[src/rtl/exc_pkg.sv]
// Shared definitions for the exception sequencer: FSM state encoding,
// cause-vector bit positions and the flush counter width.
package exc_pkg;

  typedef enum logic [2:0] {
    S_IDLE    = 3'd0,
    S_FLUSH   = 3'd1,
    S_SERVICE = 3'd2,
    S_RETURN  = 3'd3,
    S_HALT    = 3'd4
  } state_e;

  localparam int unsigned CAUSE_W  = 3;
  localparam int unsigned CAUSE_IF = 0;
  localparam int unsigned CAUSE_ID = 1;
  localparam int unsigned CAUSE_EX = 2;

  // Flush counter holds FLUSH_CYCLES-1, with FLUSH_CYCLES in 1..15.
  localparam int unsigned FCNT_W = 4;

  typedef logic [CAUSE_W-1:0] cause_t;

endpackage

[src/rtl/exc_priority_enc.sv]
// Combinational oldest-first selector for pipeline error sources.
// Ports:
//   err_if_ovf, err_id_ctrl, err_ex_alu : error flags from IF / ID / EX
//   epc_if, epc_id, epc_ex              : instruction addresses per stage
//   any_err                             : at least one error flag set
//   cause                               : one-hot winner {ex, id, if}
//   epc                                 : address of the winning instruction
module exc_priority_enc
  import exc_pkg::*;
#(
  parameter int unsigned AW = 16
) (
  input  logic          err_if_ovf,
  input  logic          err_id_ctrl,
  input  logic          err_ex_alu,
  input  logic [AW-1:0] epc_if,
  input  logic [AW-1:0] epc_id,
  input  logic [AW-1:0] epc_ex,
  output logic          any_err,
  output cause_t        cause,
  output logic [AW-1:0] epc
);

  assign any_err = err_if_ovf | err_id_ctrl | err_ex_alu;

  // EX holds the oldest instruction, so it wins over ID, which wins over IF.
  always_comb begin
    cause = '0;
    epc   = '0;
    if (err_ex_alu) begin
      cause[CAUSE_EX] = 1'b1;
      epc             = epc_ex;
    end else if (err_id_ctrl) begin
      cause[CAUSE_ID] = 1'b1;
      epc             = epc_id;
    end else if (err_if_ovf) begin
      cause[CAUSE_IF] = 1'b1;
      epc             = epc_if;
    end
  end

endmodule

[src/rtl/exception_sequencer.sv]
// Central exception controller for the 5-stage pipeline. Picks the oldest
// faulting instruction, flushes the pipe, redirects fetch to the service
// routine, records cause/EPC, returns to EPC on ERET and halts on a fault
// raised while servicing.
// Ports:
//   clk, reset (async, active-low)
//   err_if_ovf, err_id_ctrl, err_ex_alu : stage error levels
//   epc_if, epc_id, epc_ex              : per-stage instruction addresses
//   eret                                : return-from-exception pulse
//   force_flush, pc_hold                : pipeline flush / PC write stall
//   redirect_vld, redirect_addr         : one-cycle PC load request and target
//   cause, epc                          : latched one-hot cause and faulting PC
//   in_service, halted                  : handler running / double fault
//   err_count                           : saturating accepted-exception count
module exception_sequencer
  import exc_pkg::*;
#(
  parameter int unsigned   AW           = 16,
  parameter logic [AW-1:0] ISR_ADDR     = '0,
  parameter int unsigned   FLUSH_CYCLES = 2,
  parameter int unsigned   CNT_W        = 8
) (
  input  logic             clk,
  input  logic             reset,
  input  logic             err_if_ovf,
  input  logic             err_id_ctrl,
  input  logic             err_ex_alu,
  input  logic [AW-1:0]    epc_if,
  input  logic [AW-1:0]    epc_id,
  input  logic [AW-1:0]    epc_ex,
  input  logic             eret,
  output logic             force_flush,
  output logic             pc_hold,
  output logic             redirect_vld,
  output logic [AW-1:0]    redirect_addr,
  output logic [2:0]       cause,
  output logic [AW-1:0]    epc,
  output logic             in_service,
  output logic             halted,
  output logic [CNT_W-1:0] err_count
);

  localparam logic [FCNT_W-1:0] FLUSH_LOAD = FCNT_W'(FLUSH_CYCLES - 1);

  logic          any_err;
  cause_t        sel_cause;
  logic [AW-1:0] sel_epc;

  exc_priority_enc #(
    .AW (AW)
  ) u_prio (
    .err_if_ovf  (err_if_ovf),
    .err_id_ctrl (err_id_ctrl),
    .err_ex_alu  (err_ex_alu),
    .epc_if      (epc_if),
    .epc_id      (epc_id),
    .epc_ex      (epc_ex),
    .any_err     (any_err),
    .cause       (sel_cause),
    .epc         (sel_epc)
  );

  state_e             state_q,   state_d;
  logic [FCNT_W-1:0]  fcnt_q,    fcnt_d;
  logic               flush_q,   flush_d;
  logic               hold_q,    hold_d;
  logic               rvld_q,    rvld_d;
  logic [AW-1:0]      raddr_q,   raddr_d;
  cause_t             cause_q,   cause_d;
  logic [AW-1:0]      epc_q,     epc_d;
  logic               insvc_q,   insvc_d;
  logic               halted_q,  halted_d;
  logic [CNT_W-1:0]   errcnt_q,  errcnt_d;
  logic [CNT_W-1:0]   errcnt_inc;

  assign errcnt_inc = (errcnt_q == '1) ? errcnt_q : errcnt_q + CNT_W'(1);

  // Each state's block sets the registered output values seen in the
  // following cycle, so outputs describe the state being entered.
  always_comb begin
    state_d  = state_q;
    fcnt_d   = fcnt_q;
    flush_d  = 1'b0;
    hold_d   = 1'b0;
    rvld_d   = 1'b0;
    raddr_d  = raddr_q;
    cause_d  = cause_q;
    epc_d    = epc_q;
    insvc_d  = 1'b0;
    halted_d = 1'b0;
    errcnt_d = errcnt_q;

    unique case (state_q)
      S_IDLE: begin
        // eret without a pending exception is ignored.
        if (any_err) begin
          state_d  = S_FLUSH;
          cause_d  = sel_cause;
          epc_d    = sel_epc;
          errcnt_d = errcnt_inc;
          raddr_d  = ISR_ADDR;
          rvld_d   = 1'b1;
          flush_d  = 1'b1;
          hold_d   = 1'b1;
          fcnt_d   = FLUSH_LOAD;
        end
      end

      S_FLUSH: begin
        // Errors here come from wrong-path instructions being flushed.
        if (fcnt_q == '0) begin
          state_d = S_SERVICE;
          insvc_d = 1'b1;
        end else begin
          fcnt_d  = fcnt_q - FCNT_W'(1);
          flush_d = 1'b1;
          hold_d  = 1'b1;
        end
      end

      S_SERVICE: begin
        if (any_err) begin
          // Double fault wins over a simultaneous eret; cause/epc keep the
          // original exception for post-mortem.
          state_d  = S_HALT;
          halted_d = 1'b1;
          flush_d  = 1'b1;
          hold_d   = 1'b1;
          errcnt_d = errcnt_inc;
        end else if (eret) begin
          state_d = S_RETURN;
          raddr_d = epc_q;
          rvld_d  = 1'b1;
          flush_d = 1'b1;
          hold_d  = 1'b1;
          insvc_d = 1'b1;
          fcnt_d  = FLUSH_LOAD;
        end else begin
          insvc_d = 1'b1;
        end
      end

      S_RETURN: begin
        if (fcnt_q == '0) begin
          state_d = S_IDLE;
        end else begin
          fcnt_d  = fcnt_q - FCNT_W'(1);
          flush_d = 1'b1;
          hold_d  = 1'b1;
          insvc_d = 1'b1;
        end
      end

      S_HALT: begin
        halted_d = 1'b1;
        flush_d  = 1'b1;
        hold_d   = 1'b1;
      end

      default: begin
        state_d = S_IDLE;
      end
    endcase
  end

  always_ff @(posedge clk or negedge reset) begin
    if (!reset) begin
      state_q  <= S_IDLE;
      fcnt_q   <= '0;
      flush_q  <= 1'b0;
      hold_q   <= 1'b0;
      rvld_q   <= 1'b0;
      raddr_q  <= ISR_ADDR;
      cause_q  <= '0;
      epc_q    <= '0;
      insvc_q  <= 1'b0;
      halted_q <= 1'b0;
      errcnt_q <= '0;
    end else begin
      state_q  <= state_d;
      fcnt_q   <= fcnt_d;
      flush_q  <= flush_d;
      hold_q   <= hold_d;
      rvld_q   <= rvld_d;
      raddr_q  <= raddr_d;
      cause_q  <= cause_d;
      epc_q    <= epc_d;
      insvc_q  <= insvc_d;
      halted_q <= halted_d;
      errcnt_q <= errcnt_d;
    end
  end

  assign force_flush   = flush_q;
  assign pc_hold       = hold_q;
  assign redirect_vld  = rvld_q;
  assign redirect_addr = raddr_q;
  assign cause         = cause_q;
  assign epc           = epc_q;
  assign in_service    = insvc_q;
  assign halted        = halted_q;
  assign err_count     = errcnt_q;

endmodule
[config.mk]
export PLATFORM = sky130hd
export DESIGN_NAME = exception_sequencer
export DESIGN_NICKNAME = d
export VERILOG_FILES = /design/src/rtl/exc_pkg.sv /design/src/rtl/exc_priority_enc.sv /design/src/rtl/exception_sequencer.sv
export SDC_FILE = /design/constraint.sdc
export NUM_CORES = 1
export LEC_CHECK = 0
export CORE_ASPECT_RATIO = 0.75
export CORE_MARGIN = 5
export CORE_UTILIZATION = 45
export CTS_BUF_LIST = sky130_fd_sc_hd__clkbuf_4 sky130_fd_sc_hd__clkbuf_8
export DETAILED_ROUTE_END_ITERATION = 12
export PLACE_DENSITY = 0.83
export SYNTH_ARGS = -nofsm -noshare
export SYNTH_HDL_FRONTEND = slang
export SYNTH_SLANG_ARGS = --single-unit
export TNS_END_PERCENT = 10
[constraint.sdc]
create_clock -name clk -period 2.3 [get_ports clk]
set_input_delay 0.46 -clock clk [delete_from_list [all_inputs] [get_ports clk]]
set_output_delay 0.46 -clock clk [all_outputs]
set_load 0.1 [all_outputs]
Word level (Yosys, flattened, before mapping)
Cells that the tools add are included.
- add/subtract/negate cells: 2
- eq/ne operators: 12
- muxes and demuxes: 34
- bitwise operators: 4
- reductions and logical operators: 11
- operators with widths (cell ; count):
    $mux W16 ; 6
    $pmux W16 S2 ; 1
    $mux W4 ; 4
    $mux W3 ; 5
    $pmux W3 S5 ; 1
    $ne A2 B2 Y1 const B ; 6
    $pmux W4 S3 ; 1
    $mux W1 ; 11
    $reduce_and A5 Y1 ; 2
    $add A8 B1 Y8 const B ; 1
    $eq A8 B8 Y1 const B ; 1
    $eq A3 B2 Y1 const B ; 2
    $logic_not A4 Y1 ; 1
    $pmux W1 S2 ; 2
    $pmux W1 S4 ; 1
    $reduce_and A4 Y1 ; 1
    $reduce_or A2 Y1 ; 2
    $sub A4 B1 Y4 const B ; 1
    $eq A3 B1 Y1 const B ; 1
    $eq A3 B3 Y1 const B ; 1
    $logic_not A3 Y1 ; 1
    $ne A3 B3 Y1 const B ; 1
    $pmux W1 S3 ; 1
    $reduce_and A3 Y1 ; 1
    other kinds (6) ; 8
- flip-flop bits (word level): 54
- input bits: 54
- output and inout port bits: 48
- logic and storage cells: 73

Depth between registers and ports, before layout
Gate-level depths: netlist (run 1).
- depth in word-level cells: 4
- depth in mapped cells: 7
- mapped depth without buffers: 6

Modules after synthesis
A second synthesis (run 1) with hierarchy kept.
- cells, all modules: 277
- area, all modules: 2986.6 um^2
- by module, submodules not included (module ; times used ; cells each ; area an instance (um^2) ; sequential area each (um^2)):
    exception_sequencer ; 1 ; 200 ; 2503.7 ; 1351.3
    exc_priority_enc ; 1 ; 77 ; 483.0 ; 0.0

Worst setup path before layout (run 1)
Ideal clock, no wire load.
- kind: register to register
- start point: register errcnt_q[0] (netlist: err_count[0])
- end point: register errcnt_q[1] (netlist: err_count[1])
- arrival time: 2.066 ns
- required time: 2.174 ns
- path slack: 0.108 ns
- cell stages (with the launch flop): 5
- buffers on the path: 0
- cells stage by stage: dfrtp_1 > ha_1 > nand3_1 > o211ai_1 > mux2_2
- cells in the longest elaborated chain, start to end: 3
- elaborated cells on any way between the ends: 4
- classes of those cells: 1 x add/sub; 1 x eq/ne; 1 x bitwise; 1 x reduce/logical
- RTL lines (element ; line ; text):
    start: declaration ; exception_sequencer.sv:73 ; logic [CNT_W-1:0] errcnt_q, errcnt_d;
    start signal: assignment ; exception_sequencer.sv:190 ; errcnt_q <= errcnt_d;
    parallel branches: the longest is 3 deep, another holds $add A8 B1 Y8 ; n/a ;
Several ways; the timed one is not identified.
A chain may end at the register's enable or synchronous reset.

Worst setup path after layout (run 1)
- start point: register fcnt_q[0]
- end point: register insvc_q (netlist: in_service)
- cells in the longest elaborated chain, start to end: 3
- elaborated cells on any way between the ends: 4
- classes of those cells: 3 x mux; 1 x reduce/logical
- RTL lines (element ; line ; text):
    start: declaration ; exception_sequencer.sv:64 ; logic [FCNT_W-1:0] fcnt_q, fcnt_d;
    start signal: assignment ; exception_sequencer.sv:181 ; fcnt_q <= fcnt_d;
    $logic_not A4 Y1 (*) ; exception_sequencer.sv:111, exception_sequencer.sv:144 ;
    $mux W1, on equally long branches ; exception_sequencer.sv:144, exception_sequencer.sv:111 ;
    $pmux W1 S3 (*) ; exception_sequencer.sv:93 ; unique case (state_q)
    net insvc_d ; exception_sequencer.sv:71 ; logic insvc_q, insvc_d;
    end signal: assignment ; exception_sequencer.sv:188 ; insvc_q <= insvc_d;
    end: declaration ; exception_sequencer.sv:71 ;
Mark *: on every way through the listed nets, which the timed path passes. The rest lies on a longest branch.

==> results of run 1 <==
## cell type report
| class | instances | area (µm²) |
|---|---|---|
| clock inverter | 2 | 38.8 |
| multi-input combinational | 158 | 1020 |
| timing repair buffer | 113 | 988 |
| fill | 458 | 1790 |
| sequential | 54 | 1350 |
| tap | 75 | 93.8 |
| inverter | 21 | 78.8 |
| clock buffer | 5 | 68.8 |
## how the worst max path moves through the flow
stage	cells after the start	slack, ns	end	start
4_1_cts	5	0.06	epc[12]$_DFFE_PN0P_	err_id_ctrl
5_1_grt	5	0.26	in_service$_DFF_PN0_	fcnt_q[0]$_DFFE_PN0P_
3_3_place_gp	5	-0.11	epc[9]$_DFFE_PN0P_	err_id_ctrl
3_5_place_dp	5	-0.23	epc[12]$_DFFE_PN0P_	err_id_ctrl
6_report	5	0.34	in_service$_DFF_PN0_	fcnt_q[0]$_DFFE_PN0P_
2_1_floorplan	4	0.11	err_count[1]$_DFFE_PN0P_	err_count[0]$_DFFE_PN0P_
## sequential cells by signal (all words and copies together), names as in the netlist
register and count:
halted 1, err_count 8, cause 3, in_service 1, pc_hold 1, redirect_vld 1, epc 16, redirect_addr 16
state_q 3, fcnt_q 4
## where the power goes
part	internal, W	leakage, nW	switching (W)
sequential	0.00126	0.694	0.000314
clock	0.000321	0.0542	0.000310
combinational	0.000904	0.933	0.00258
total	0.00248	1.68	0.00320
## repair_timing
action	CTS	global route
endpoints found under the setup margin	0	8
hold buffers	0	0
gates resized for setup	0	1
## per-layer routing
layer	GRT usage, %	share of wire [%]
met5	0	0
met1	24.2	43
met2	32.4	50
met4	5.30	1.4
met3	4.94	5.5
## synth_stat cells (2+ instances only)
master / instances
sky130_fd_sc_hd__a21oi_1: 7
sky130_fd_sc_hd__buf_1: 2
sky130_fd_sc_hd__mux2_2: 4
sky130_fd_sc_hd__inv_1: 21
sky130_fd_sc_hd__and3_1: 4
sky130_fd_sc_hd__nand3_1: 20
sky130_fd_sc_hd__buf_2: 10
sky130_fd_sc_hd__nor2_1: 25
sky130_fd_sc_hd__nor3_1: 3
sky130_fd_sc_hd__xnor2_1: 3
sky130_fd_sc_hd__o211ai_1: 2
sky130_fd_sc_hd__dfrtp_1: 54
sky130_fd_sc_hd__a221o_1: 15
sky130_fd_sc_hd__buf_6: 2
sky130_fd_sc_hd__a22o_1: 3
sky130_fd_sc_hd__nand4_1: 3
sky130_fd_sc_hd__a22oi_1: 16
sky130_fd_sc_hd__o21ai_0: 21
sky130_fd_sc_hd__a211oi_1: 2
sky130_fd_sc_hd__buf_4: 2
sky130_fd_sc_hd__nor2b_1: 3
sky130_fd_sc_hd__ha_1: 2
sky130_fd_sc_hd__nand2_1: 7
sky130_fd_sc_hd__clkbuf_1: 3
## metrics by stage
step | area, µm² | hold slack, ns | setup WS [ns] | setup TNS, ns
2_1_floorplan | 2560 | 0.164 | 0.108 | 0
3_3_place_gp | 3530 | 0.465 | -0.114 | -1.29
3_5_place_dp | 3530 | 0.468 | -0.233 | -2.38
4_1_cts | 3640 | 0.145 | 0.0577 | 0
5_1_grt | 3640 | 0.135 | 0.258 | 0
6_report | 3640 | 0.119 | 0.344 | 0
## layout by cell type (no fill, tap or decap), types with 2 or more instances in the layout
master	n
sky130_fd_sc_hd__a22oi_1	16
sky130_fd_sc_hd__nand4_1	3
sky130_fd_sc_hd__o21ai_0	21
sky130_fd_sc_hd__a221o_1	15
sky130_fd_sc_hd__nor2b_1	2
sky130_fd_sc_hd__clkbuf_8	5
sky130_fd_sc_hd__and3_1	4
sky130_fd_sc_hd__xnor2_1	3
sky130_fd_sc_hd__inv_1	21
sky130_fd_sc_hd__nand3_1	20
sky130_fd_sc_hd__o211ai_1	2
sky130_fd_sc_hd__clkdlybuf4s50_1	52
sky130_fd_sc_hd__a21oi_1	7
sky130_fd_sc_hd__ha_1	2
sky130_fd_sc_hd__nor2_1	25
sky130_fd_sc_hd__a211oi_1	2
sky130_fd_sc_hd__buf_4	59
sky130_fd_sc_hd__nor3_1	3
sky130_fd_sc_hd__nand2_1	7
sky130_fd_sc_hd__a22o_1	3
sky130_fd_sc_hd__mux2_2	4
sky130_fd_sc_hd__dfrtp_1	54
## kinds of logic after synthesis
kind of cell	synth area share, %
compound gates	20.8
simple gates	14.7
flops	52.8
mux	2.15
buf+inv	7.24
fa+ha+maj	0.978
xor+xnor	1.37
==> results.sh, run 1 <==
export IMPL_synth_yosys_seq_area_share_pct=52.8
export IMPL_insertedDiodeCount=0
export IMPL_crit_reg2reg_capture="in_service$_DFF_PN0_"
export IMPL_starting_utilization_of_the_core_area_pct=47.0
export IMPL_first_global_vias=2192
export IMPL_post_cts_buffers=0
export IMPL_antenna_violating_nets_post_route=0
export IMPL_crit_chain="inv_1, ha_1, nor3b_1, xnor2_1, a211oi_1"
export IMPL_r2r_setup_slack_ns=0.34
export IMPL_area_delta_synth_final_pct=42.4
export IMPL_dominantRegCellSynth="sky130_fd_sc_hd__dfrtp_1"
export IMPL_vias_per_cell=5.39
export IMPL_detailedRoute_firstPassIterationCount=4
export IMPL_peakVddDrop_mv=1.04
export IMPL_detailed_placement_wirelength_estimate_um=5350
export IMPL_fin_total_pwr_w=0.00569
export IMPL_timing_critical_path_max_delay_family="simple AND/OR/NAND/NOR gates"
export IMPL_cts_tree="built"
export IMPL_timing_max_cap_violations=0
export IMPL_drc_errors=0
export IMPL_fin_worst_skew_ns=0.00808
export IMPL_p_per_area_nw_per_um2=1560
export IMPL_timing_critical_path_slowest_cell_delay_ns=0.51
export IMPL_placement_io_buffers=101
export IMPL_critical_path_peak_fanout=5
export IMPL_worst_r2r_startpoint="fcnt_q[0]$_DFFE_PN0P_"
export IMPL_htree_levels=2
export IMPL_finalNetCount=409
export IMPL_finalWeightedCongestion=0.827
export IMPL_report_final_hold_viol_count=0
export IMPL_yosys_warnings=0
export IMPL_final_setup_violating_endpoints=0
export IMPL_vias=2306
export IMPL_cp_end_kind="flop"
export IMPL_worstSetupStartpointType="flop"
export IMPL_wire_length_of_the_first_global_routing_pass_um=10900
export IMPL_synthesis_instances=252
export IMPL_fin_cells=428
export IMPL_timing_critical_path_required_ns=2.49
export IMPL_synth_lib_cells_used_distinct=42
export IMPL_min_period_ns=1.96
export IMPL_global_route_overflow_total=0
export IMPL_critPathArrivalTime_ns=2.14
export IMPL_grt_max_degree=55
export IMPL_yosys_area_top_type="sky130_fd_sc_hd__dfrtp_1"
export IMPL_final_max_slew_viol_count=0
export IMPL_synth_edf_count=0
export IMPL_post_route_util_pct=67.0
export IMPL_yosys_area_top_type_share_pct=52.8
export IMPL_class_of_the_tightest_hold_or_removal_check="primary input to asynchronous set/reset pin"
export IMPL_achievable_frequency_mhz=511
export IMPL_max_slew_margin_rel_pct=51.3
export IMPL_worst_skew_pair_late_latency_ns=0.31
export IMPL_grt_util_all_layers_pct=18.9
export IMPL_core_area_um2=5440
export IMPL_synthesis_nets=308
export IMPL_worst_setup_path_type="flop to flop"
export IMPL_timing_critical_path_buf_inv=1
export IMPL_post_place_cells=421
export IMPL_syn_cell_area_um2=2560
export IMPL_tritoncts_num_sinks=54
export IMPL_postSynthAreaPerCell_um2=10.2
export IMPL_drt_first_iter_violations=124
export IMPL_die_width_um=97.1
export IMPL_synth_async_sr_flop_share_pct=100
export IMPL_routed_wl_um=7100
export IMPL_design_die_area_um2=7310
export IMPL_synth_top_cells_by_area="sky130_fd_sc_hd__dfrtp_1 53%, sky130_fd_sc_hd__a221o_1 5.9%, sky130_fd_sc_hd__a22oi_1 4.7%, sky130_fd_sc_hd__o21ai_0 4.1%, sky130_fd_sc_hd__nand3_1 3.9%"
export IMPL_clock_root_buffer="sky130_fd_sc_hd__clkbuf_8"
export IMPL_worstRegToRegCells=5
export IMPL_setup_repair_after_global_routing_missed_its_margin="false"
export IMPL_run_status="completed"
export IMPL_layout_drive_gt1_share_pct=22.4
export IMPL_ios=102
export IMPL_final_min_period_over_clock_period_pct=85.0
export IMPL_synth_seq_cells=54
export IMPL_power_static_leakage_nw=1.68
export IMPL_antenna_violations_before_repair=0
export IMPL_max_slew_worst_pin_slew_ns=0.730
export IMPL_clock_buffers_created_by_tritoncts=5
export IMPL_wire_per_inst_um=16.6
export IMPL_critPathSlowestCell="sky130_fd_sc_hd__nor3b_1"
export IMPL_placementRows=23
export IMPL_die_h_um=75.3
export IMPL_clock_tree_buffer_depth=2
export IMPL_clkSlewWorstSetupHoldPaths_ns=0.10
Power figures use the tool's default switching activity.
==> inputs of run 2 (changes only) <==
- CAP_MARGIN: not set -> 25
==> results.sh, run 2 (synthesis gave the netlist of run 1 again) <==
export IMPL_wire_length_of_the_first_global_routing_pass_um=11200
export IMPL_critPathArrivalTime_ns=2.15
export IMPL_fillerInstances=442
export IMPL_p_per_area_nw_per_um2=1540
export IMPL_critical_path_peak_fanout=17
export IMPL_die_h_um=75.3
export IMPL_final_min_period_over_clock_period_pct=82.8
export IMPL_drt_first_iter_violations=129
export IMPL_vias_per_cell=5.37
export IMPL_worstRegToRegCells=5
export IMPL_fin_worst_skew_ns=0.00674
export IMPL_final_max_slew_viol_count=0
export IMPL_core_area_um2=5440
export IMPL_detailed_placement_wirelength_estimate_um=5360
export IMPL_cts_tree="built"
export IMPL_timing_critical_path_required_ns=2.55
export IMPL_min_period_ns=1.91
export IMPL_finalNetCount=410
export IMPL_tritoncts_num_sinks=54
export IMPL_cp_end_kind="flop"
export IMPL_grt_util_all_layers_pct=19.1
export IMPL_htree_levels=2
export IMPL_post_cts_buffers=0
export IMPL_clock_root_buffer="sky130_fd_sc_hd__clkbuf_8"
export IMPL_worst_setup_path_type="primary input to flop"
export IMPL_finalWeightedCongestion=0.827
export IMPL_design_die_area_um2=7310
export IMPL_fin_tns_setup_ns=0
export IMPL_worst_r2r_startpoint="fcnt_q[0]$_DFFE_PN0P_"
export IMPL_clkSlewWorstSetupHoldPaths_ns=0.10
export IMPL_die_width_um=97.1
export IMPL_layout_drive_gt1_share_pct=22.5
export IMPL_worst_skew_pair_late_latency_ns=0.31
export IMPL_vias=2309
export IMPL_drc_errors=0
export IMPL_clock_tree_buffer_depth=2
export IMPL_cts_repair_resize_count=0
export IMPL_timing_max_cap_violations=0
export IMPL_achievable_frequency_mhz=525
export IMPL_cts_hold_repair_buffers=0
export IMPL_placementRows=23
export IMPL_worstSetupStartpointType="primary input"
export IMPL_global_route_overflow_total=0
export IMPL_first_global_vias=2250
export IMPL_class_of_the_tightest_hold_or_removal_check="primary input to asynchronous set/reset pin"
export IMPL_starting_utilization_of_the_core_area_pct=47.0
export IMPL_report_final_hold_viol_count=0
export IMPL_final_setup_violating_endpoints=0
export IMPL_detailedRoute_firstPassIterationCount=4
export IMPL_clock_buffers_created_by_tritoncts=5
export IMPL_antenna_violating_nets_post_route=0
export IMPL_placement_io_buffers=101
export IMPL_layout_cells_most_common="sky130_fd_sc_hd__buf_4"
export IMPL_layout_cells_most_common_list="59 x sky130_fd_sc_hd__buf_4, 54 x sky130_fd_sc_hd__dfrtp_1, 52 x sky130_fd_sc_hd__clkdlybuf4s50_1, 25 x sky130_fd_sc_hd__nor2_1"
export IMPL_peakVddDrop_mv=1.06
export IMPL_r2r_setup_slack_ns=0.41
export IMPL_insertedDiodeCount=0
export IMPL_ios=102
export IMPL_crit_reg2reg_capture="in_service$_DFF_PN0_"
export IMPL_max_slew_worst_pin_slew_ns=0.714
export IMPL_power_static_leakage_nw=1.68
export IMPL_post_route_util_pct=67.0
export IMPL_area_delta_synth_final_pct=42.4
export IMPL_setup_repair_after_global_routing_missed_its_margin="false"
export IMPL_grt_max_degree=55
export IMPL_wire_per_inst_um=16.4
export IMPL_antenna_violations_before_repair=0
export IMPL_max_slew_margin_rel_pct=52.4
export IMPL_run_status="completed"
export IMPL_routed_wl_um=7060
-- run 2: per-layer routing --
layer / global-route usage [%] / up-vias / share of wire [%]
li1: - / 1111 / -
met1: 24.9 / 1120 / 43
met2: 32.5 / 72 / 50
met3: 5.31 / 6 / 6.0
met4: 4.52 / 0 / 1.2
met5: 0 / - / 0
-- run 2: worst max-delay path by stage --
| stage | start | end | cells past startpoint |
|---|---|---|---|
| global placement | err_id_ctrl | epc[9]$_DFFE_PN0P_ | 5 |
| finish | err_ex_alu | epc[7]$_DFFE_PN0P_ | 5 |
| CTS | err_ex_alu | epc[12]$_DFFE_PN0P_ | 5 |
| floorplan | err_count[0]$_DFFE_PN0P_ | err_count[1]$_DFFE_PN0P_ | 4 |
| detailed placement | err_ex_alu | epc[7]$_DFFE_PN0P_ | 5 |
| global route | fcnt_q[0]$_DFFE_PN0P_ | in_service$_DFF_PN0_ | 5 |
-- run 2: final cells by class --
class / count / area, µm² / share of cell area [%]
multi-input combinational: 158 / 1020 / 28.0
timing repair buffer: 114 / 1000 / 27.4
sequential: 54 / 1350 / 37.1
inverter: 21 / 78.8 / 2.16
tap: 75 / 93.8 / 2.57
clock buffer: 6 / 82.6 / 2.27
clock inverter: 2 / 16.3 / 0.446
-- run 2: metrics by stage --
step,instances,power [W],worst slack (ns),area (µm²),hold WS [ns]
2_1_floorplan,252,0.00427,0.108,2560,0.164
3_5_place_dp,422,0.00507,0.0698,3550,0.468
5_1_grt,430,0.00589,0.271,3640,0.139
4_1_cts,430,0.00564,0.394,3640,0.147
6_report,430,0.00562,0.395,3640,0.130
3_3_place_gp,421,0.00501,-0.114,3530,0.465
-- run 2: where the power goes --
| part | leakage, nW | switching, W | internal, W |
|---|---|---|---|
| clock network | 0.0478 | 0.000318 | 0.000249 |
| registers | 0.694 | 0.000313 | 0.00126 |
| logic | 0.938 | 0.00258 | 0.000906 |
| total | 1.68 | 0.00321 | 0.00241 |
-- run 2: worst max-delay path, cell delays in order --
cell	delay (ns)
sky130_fd_sc_hd__clkdlybuf4s50_1	0.47
sky130_fd_sc_hd__buf_4	0.23
sky130_fd_sc_hd__nor2_1	0.09
sky130_fd_sc_hd__and3_1	0.63
sky130_fd_sc_hd__a221o_1	0.27
